<file path="config.mk">
export PLATFORM = sky130hd
export DESIGN_NAME = div_ctrl_flat
export DESIGN_NICKNAME = d
export VERILOG_FILES = /design/src/rtl/div_ctrl_if.sv /design/src/rtl/div_ctrl.sv /design/src/flat_wrapper.sv
export SDC_FILE = /design/constraint.sdc
export NUM_CORES = 1
export LEC_CHECK = 0
export CAP_MARGIN = 15
export CORE_MARGIN = 2
export CORE_UTILIZATION = 44
export CTS_BUF_LIST = sky130_fd_sc_hd__clkbuf_4
export CTS_CLUSTER_DIAMETER = 60
export DETAILED_ROUTE_END_ITERATION = 10
export GPL_TIMING_DRIVEN = 1
export PLACE_DENSITY = 0.8
export REMOVE_ABC_BUFFERS = 1
export SETUP_SLACK_MARGIN = 0.02
export SKIP_CTS_REPAIR_TIMING = 1
export SLEW_MARGIN = 20
export SYNTH_ARGS = -nofsm -noshare
export SYNTH_HDL_FRONTEND = slang
export SYNTH_SLANG_ARGS = --single-unit
</file>
<file path="constraint.sdc">
create_clock -name cpu_clk -period 3 [get_ports cpu_clk]
set_clock_uncertainty 0.1 [all_clocks]
set_input_delay 0.45 -clock cpu_clk [delete_from_list [all_inputs] [get_ports cpu_clk]]
set_output_delay 0.45 -clock cpu_clk [all_outputs]
set_load 0.05 [all_outputs]
</file>
<file path="src/rtl/div_ctrl_if.sv">
// Request/response bundle between the EX-stage M decode and div_ctrl.
// master drives requests; slave is the divide sequencer.
interface div_ctrl_if #(
  parameter int DW = 32
);
  logic          div_req;
  logic [1:0]    div_op;
  logic [DW-1:0] div_src1;
  logic [DW-1:0] div_src2;
  logic          div_flush;
  logic          div_busy;
  logic          div_rdy;
  logic [DW-1:0] div_wb_data;

  modport master (
    output div_req, div_op, div_src1, div_src2, div_flush,
    input  div_busy, div_rdy, div_wb_data
  );

  modport slave (
    input  div_req, div_op, div_src1, div_src2, div_flush,
    output div_busy, div_rdy, div_wb_data
  );
endinterface

</file>
<file path="src/rtl/div_ctrl.sv">
// Divide sequencer: special cases, sign handling, unsigned core handshake.
// Optional result cache enabled by defining DIV_RESULT_CACHE_EN.
module div_ctrl #(
  parameter int DW = 32
) (
  input  logic          cpu_clk,
  input  logic          cpu_rstn,
  div_ctrl_if.slave     bus,
  output logic          u_start,
  input  logic          u_done,
  output logic [DW-1:0] u_src1,
  output logic [DW-1:0] u_src2,
  input  logic [DW-1:0] u_quo,
  input  logic [DW-1:0] u_rem
);

  typedef enum logic [1:0] {
    S_IDLE,
    S_RUN,
    S_FIX,
    S_RESP
  } state_t;

  state_t r_state;
  state_t w_nxt;

  logic [1:0]    r_op;
  logic          r_sign1;
  logic          r_sign2;
  logic [DW-1:0] r_usrc1;
  logic [DW-1:0] r_usrc2;
  logic [DW-1:0] r_quo;
  logic [DW-1:0] r_rem;
  logic [DW-1:0] r_wb;

  logic          w_signed;
  logic          w_neg1;
  logic          w_neg2;
  logic [DW-1:0] w_mag1;
  logic [DW-1:0] w_mag2;
  logic          w_zero;
  logic          w_ovf;
  logic          w_special;
  logic [DW-1:0] w_spec_val;
  logic          w_acc;
  logic          w_cap;
  logic          w_hit;
  logic [DW-1:0] w_c_quo;
  logic [DW-1:0] w_c_rem;
  logic [DW-1:0] w_fix;
  logic [DW-1:0] w_min;

  assign w_min    = {1'b1, {(DW-1){1'b0}}};
  assign w_signed = ~bus.div_op[0];
  assign w_neg1   = w_signed & bus.div_src1[DW-1];
  assign w_neg2   = w_signed & bus.div_src2[DW-1];
  assign w_mag1   = w_neg1 ? (~bus.div_src1 + 1'b1)
                           : bus.div_src1;
  assign w_mag2   = w_neg2 ? (~bus.div_src2 + 1'b1)
                           : bus.div_src2;

  assign w_zero    = (bus.div_src2 == '0);
  assign w_ovf     = w_signed
                   & (bus.div_src1 == w_min)
                   & (bus.div_src2 == '1);
  assign w_special = w_zero | w_ovf;

  assign w_acc = (r_state == S_IDLE)
               & bus.div_req & ~bus.div_flush;
  assign w_cap = (r_state == S_RUN)
               & u_done & ~bus.div_flush;

  always_comb begin
    w_spec_val = '0;
    unique case (1'b1)
      w_zero:
        w_spec_val = bus.div_op[1] ? bus.div_src1 : '1;
      default:
        w_spec_val = bus.div_op[1] ? '0 : bus.div_src1;
    endcase
  end

  always_comb begin
    w_fix = '0;
    unique case (1'b1)
      r_op[1]:
        w_fix = r_sign1 ? (~r_rem + 1'b1) : r_rem;
      default:
        w_fix = ((r_op == 2'b00) && (r_sign1 ^ r_sign2))
              ? (~r_quo + 1'b1) : r_quo;
    endcase
  end

`ifdef DIV_RESULT_CACHE_EN
  logic          r_c_vld;
  logic          r_c_sgn;
  logic [DW-1:0] r_c_src1;
  logic [DW-1:0] r_c_src2;
  logic [DW-1:0] r_c_quo;
  logic [DW-1:0] r_c_rem;
  logic [DW-1:0] r_raw1;
  logic [DW-1:0] r_raw2;

  // Keyed on raw operands, so a sign flip on either input misses.
  assign w_hit = r_c_vld
               & (r_c_sgn == w_signed)
               & (r_c_src1 == bus.div_src1)
               & (r_c_src2 == bus.div_src2);
  assign w_c_quo = r_c_quo;
  assign w_c_rem = r_c_rem;

  always_ff @(posedge cpu_clk or negedge cpu_rstn) begin
    if (!cpu_rstn) begin
      r_c_vld  <= 1'b0;
      r_c_sgn  <= 1'b0;
      r_c_src1 <= '0;
      r_c_src2 <= '0;
      r_c_quo  <= '0;
      r_c_rem  <= '0;
      r_raw1   <= '0;
      r_raw2   <= '0;
    end else begin
      if (w_acc) begin
        r_raw1 <= bus.div_src1;
        r_raw2 <= bus.div_src2;
      end
      if (w_cap) begin
        r_c_vld  <= 1'b1;
        r_c_sgn  <= ~r_op[0];
        r_c_src1 <= r_raw1;
        r_c_src2 <= r_raw2;
        r_c_quo  <= u_quo;
        r_c_rem  <= u_rem;
      end
    end
  end
`else
  assign w_hit   = 1'b0;
  assign w_c_quo = '0;
  assign w_c_rem = '0;
`endif

  always_ff @(posedge cpu_clk or negedge cpu_rstn) begin
    if (!cpu_rstn)
      r_state <= S_IDLE;
    else
      r_state <= w_nxt;
  end

  always_comb begin
    w_nxt = r_state;
    unique case (r_state)
      S_IDLE:
        if (w_acc)
          w_nxt = w_special ? S_RESP
                : (w_hit ? S_FIX : S_RUN);
      S_RUN:
        if (u_done)
          w_nxt = S_FIX;
      S_FIX:
        w_nxt = S_RESP;
      S_RESP:
        w_nxt = S_IDLE;
      default:
        w_nxt = S_IDLE;
    endcase
    // Kill wins over every other transition, including u_done.
    if (bus.div_flush)
      w_nxt = S_IDLE;
  end

  always_ff @(posedge cpu_clk or negedge cpu_rstn) begin
    if (!cpu_rstn) begin
      r_op    <= '0;
      r_sign1 <= 1'b0;
      r_sign2 <= 1'b0;
      r_usrc1 <= '0;
      r_usrc2 <= '0;
      r_quo   <= '0;
      r_rem   <= '0;
      r_wb    <= '0;
    end else begin
      if (w_acc) begin
        r_op    <= bus.div_op;
        r_sign1 <= w_neg1;
        r_sign2 <= w_neg2;
        r_usrc1 <= w_mag1;
        r_usrc2 <= w_mag2;
        if (w_special)
          r_wb <= w_spec_val;
        if (w_hit) begin
          r_quo <= w_c_quo;
          r_rem <= w_c_rem;
        end
      end
      if (w_cap) begin
        r_quo <= u_quo;
        r_rem <= u_rem;
      end
      if ((r_state == S_FIX) && !bus.div_flush)
        r_wb <= w_fix;
    end
  end

  assign u_start         = (r_state == S_RUN);
  assign u_src1          = r_usrc1;
  assign u_src2          = r_usrc2;
  assign bus.div_busy    = (r_state != S_IDLE);
  assign bus.div_rdy     = (r_state == S_RESP)
                         & ~bus.div_flush;
  assign bus.div_wb_data = r_wb;

endmodule

</file>
<file path="src/flat_wrapper.sv">
// flat-port wrapper written by rule: the top's interface ports become plain ports
module div_ctrl_flat 
#(
  parameter int DW = 32
)
  (cpu_clk, cpu_rstn, u_start, u_done, u_src1, u_src2, u_quo, u_rem, bus_div_req, bus_div_op, bus_div_src1, bus_div_src2, bus_div_flush, bus_div_busy, bus_div_rdy, bus_div_wb_data);
  div_ctrl_if #(.DW(DW)) bus_i ();
  input  logic cpu_clk;
  input  logic cpu_rstn;
  output logic u_start;
  input  logic u_done;
  output logic [DW-1:0] u_src1;
  output logic [DW-1:0] u_src2;
  input  logic [DW-1:0] u_quo;
  input  logic [DW-1:0] u_rem;
  input wire logic [$bits(bus_i.div_req)-1:0] bus_div_req;
  input wire logic [$bits(bus_i.div_op)-1:0] bus_div_op;
  input wire logic [$bits(bus_i.div_src1)-1:0] bus_div_src1;
  input wire logic [$bits(bus_i.div_src2)-1:0] bus_div_src2;
  input wire logic [$bits(bus_i.div_flush)-1:0] bus_div_flush;
  output wire logic [$bits(bus_i.div_busy)-1:0] bus_div_busy;
  output wire logic [$bits(bus_i.div_rdy)-1:0] bus_div_rdy;
  output wire logic [$bits(bus_i.div_wb_data)-1:0] bus_div_wb_data;
  assign bus_i.div_req = bus_div_req;
  assign bus_i.div_op = bus_div_op;
  assign bus_i.div_src1 = bus_div_src1;
  assign bus_i.div_src2 = bus_div_src2;
  assign bus_i.div_flush = bus_div_flush;
  assign bus_div_busy = bus_i.div_busy;
  assign bus_div_rdy = bus_i.div_rdy;
  assign bus_div_wb_data = bus_i.div_wb_data;
  div_ctrl #(.DW(DW)) u_core (.cpu_clk(cpu_clk), .cpu_rstn(cpu_rstn), .bus(bus_i), .u_start(u_start), .u_done(u_done), .u_src1(u_src1), .u_src2(u_src2), .u_quo(u_quo), .u_rem(u_rem));
endmodule
</file>
==> flow_summary.toml <==
[outcome]
status = "finished, final reports clean"

[drt]
drc_errors = 0
ant_nets = 0
wl_per_cell_um = 19.5
vias_per_cell = 5.80
drt_iter0_drc = 831
routed_wl_um = 32800
drt_pass1_iterations = 6
vias = 9780

[grt]
grt_pass1_vias = 9654
grt_usage_pct = 27.6
grt_overflow_total = 0
grt_antenna_before_repair = 1
grt_max_degree = 130
grt_pass1_wl_um = 52100

[floorplanning]
initial_core_util_pct = 44.5
die_w_um = 155
die_y_um = 155
design.core.area_um2 = 22400
dieArea_um2 = 23900
num_io_pins = 234
rows = 55

[sta]
setup_violations = 0
final-max-slew-violation-count = 0
worstMarginPinSlew_ns = 0.843
worst_hold_slack_ns = 0.321
relSlewSlack_pct = 43.7
final.min_clock_period_ns = 2.93
hold_viol = 0
rsz0062_at_grt = "yes"
period_share_pct = 97.7
timing.fmax_mhz = 341

[worst_hold_path]
hp-class = "input port to asynchronous set/reset pin"

[critical_path]
crit_type = "input port to register"
max_stage_delay_ns = 0.57
critPathArrivalTime_ns = 3.31
cp_common_cell = "or4_4"
cp_top_family = "simple AND/OR/NAND/NOR gates"
endpoint_kind = "register"
crit_fanout = 14
cp_num_buf_inv = 1
cp.required_ns = 3.38
path_cells = "clkdlybuf4s50_1 -> or4_4 -> or4_4 -> or3_4 -> o31a_1 -> nand2_4 -> mux2_2"
cpMaxStageDelayCell = "or4_4"
startpoint_type = "input port"

[synthesis]
synthTopCellsByArea = "dfrtp_1, mux2_2, xnor2_1"
synthTopCellsByCount = "dfrtp_1, nand2_1, o21ai_0, mux2_2, nor2_1"
synthFlopType = "dfrtp_1"
yosysMostFrequentCell = "dfrtp_1"
yosys.area_share.simple_pct = 17.5
synth_top_area_share_pct = 41.6
synth_top_family_by_area = "simple AND/OR/NAND/NOR gates"
synth_mux_area_share_pct = 10.5
yosysSeqAreaShare_pct = 41.6
yosysTopAreaCell = "dfrtp_1"
yosys_warnings = 0
synth_edf_count = 0
netlist_instances = 1051
synthArstFlopShare_pct = 100
syn_area_um2 = 9990
ys_types = 68
synth_seq_cells = 166
synthAdderAreaFrac_pct = 1.25
post_synth_xor_area_fraction_pct = 8.59
synth-compound-area-share_pct = 17.1
avgSynthCellArea_um2 = 9.50

[pwr]
leakage_nw = 5.69
ir_drop_mv = 0.430
power_density_nw_per_um2 = 975

[final_layout]
nets = 1532
final_core_util_pct = 61.9
drive_gt1_share_pct = 19.6
fillers = 1848
area_delta_synth_final_pct = 39.1
finalInstanceArea_um2 = 13900

[clocking]
cts_tree = "built"
ctsHtreeMaxLevel = 4
cts_made_buffers = 17
clockBufferDepth = 2
cts_sinks = 166
clk_pin_slew_ns = 0.16
cts-root-buf = "clkbuf_4"
clk_latency_ns = 0.59

[placement]
placed_area_um2 = 13600
gp_congestion = 0.935
dpl.hpwl_um = 25800
io_buffers = 233

[run]
cap_viol_max_count = 0
==> sequential cells by signal, summed over array words and instances, names as in the netlist <==
| signal | count |
|---|---|
| u_core.bus.div_wb_data | 32 |
| u_core.r_op | 2 |
| u_core.r_quo | 32 |
| u_core.r_rem | 32 |
| u_core.r_sign1 | 1 |
| u_core.r_sign2 | 1 |
| u_core.r_state | 2 |
| u_core.u_src1 | 32 |
| u_core.u_src2 | 32 |
==> worst register-to-register path: stages (launching register included) <==
cell and delay (ns):
dfrtp_1 0.46, or3_1 0.42, or3_1 0.35, or4b_2 0.64
nor4b_1 0.17, nor3_1 0.37, o221ai_2 0.15
==> metal layers <==
metal  part of all wire [%]  GRT usage, %  vias up  wire [µm]
li1                       -             -     4532          -
met5                      0             0        -          0
met1                     41          36.0     4709      13500
met2                     48          46.1      472      15800
met4                    2.7          8.82        0        901
met3                    8.1          5.86       67       2660
==> metrics by stage <==
stage,setup WS (ns),TNS [ns],power (mW),instances
floorplan,-1.55,-110.86,9.15,987
global placement,-0.482,-14.56,11.9,1652
CTS,0.0522,0,13.5,1684
detailed placement,-0.554,-16.39,12.1,1652
finish,0.0688,0,13.5,1687
global route,0.0196,0,14.3,1687
==> final timing paths <==
kind,startpoint,end,slack (ns),cells after the start
max in group asynchronous,cpu_rstn,u_core.u_src2[18],1.71,3
hold reg to reg,u_core.u_src1[14],u_core.u_src1[14],0.40,2
setup / recovery,bus_div_src2[6],u_core.bus.div_wb_data[0],0.07,7
hold / removal,cpu_rstn,u_core.u_src2[23],0.32,2
min in group cpu_clk,u_rem[15],u_core.r_rem[15],0.36,2
setup reg to reg,u_core.r_rem[8],u_core.bus.div_wb_data[24],0.22,6
==> placed cells by master (no fill, tap or decap), drive strengths merged, types with 14 or more instances in the layout <==
master and count:
nor2 70, o41ai 22, nor4 22, clkbuf 18, clkdlybuf4s50 232, nand3 17
o211ai 14, buf 148, nor3 28, nand4 22, a21oi 27, inv 21
mux2 77, o31ai 29, xnor2 61, xor2 37, o21ai 102, or4 20
or3 16, dfrtp 166, mux2i 18, nand2 108
==> logic make-up (layout without fill, tap and decap cells) <==
family | count (synthesis) | after routing
DFF | 166 | 166
adders and majority gates | 10 | 10
other | 0 | 2
muxes | 95 | 95
AOI/OAI and AO/OA | 255 | 255
and+or+nand+nor | 344 | 344
buffers and inverters | 83 | 432
xor gates and xnor gates | 98 | 98
==> where the power goes <==
group | switching [mW] | internal [mW]
Clock | 0.864 | 0.511
Sequential | 1.11 | 3.28
Combinational | 4.72 | 3.06
Total | 6.70 | 6.85
==> cell type report <==
class	count	area (µm²)	share of cell area, %
clock buffers	18	135	0.973
repair buffers	381	3510	25.3
clock inverters	14	153	1.10
multi-input cells	802	5500	39.6
flip-flops and latches	166	4150	29.9
well taps	285	357	2.57
inverters	19	71.3	0.513
diodes	2	5.00	0.0360
Note: power is estimated with default switching activity, not from simulation.
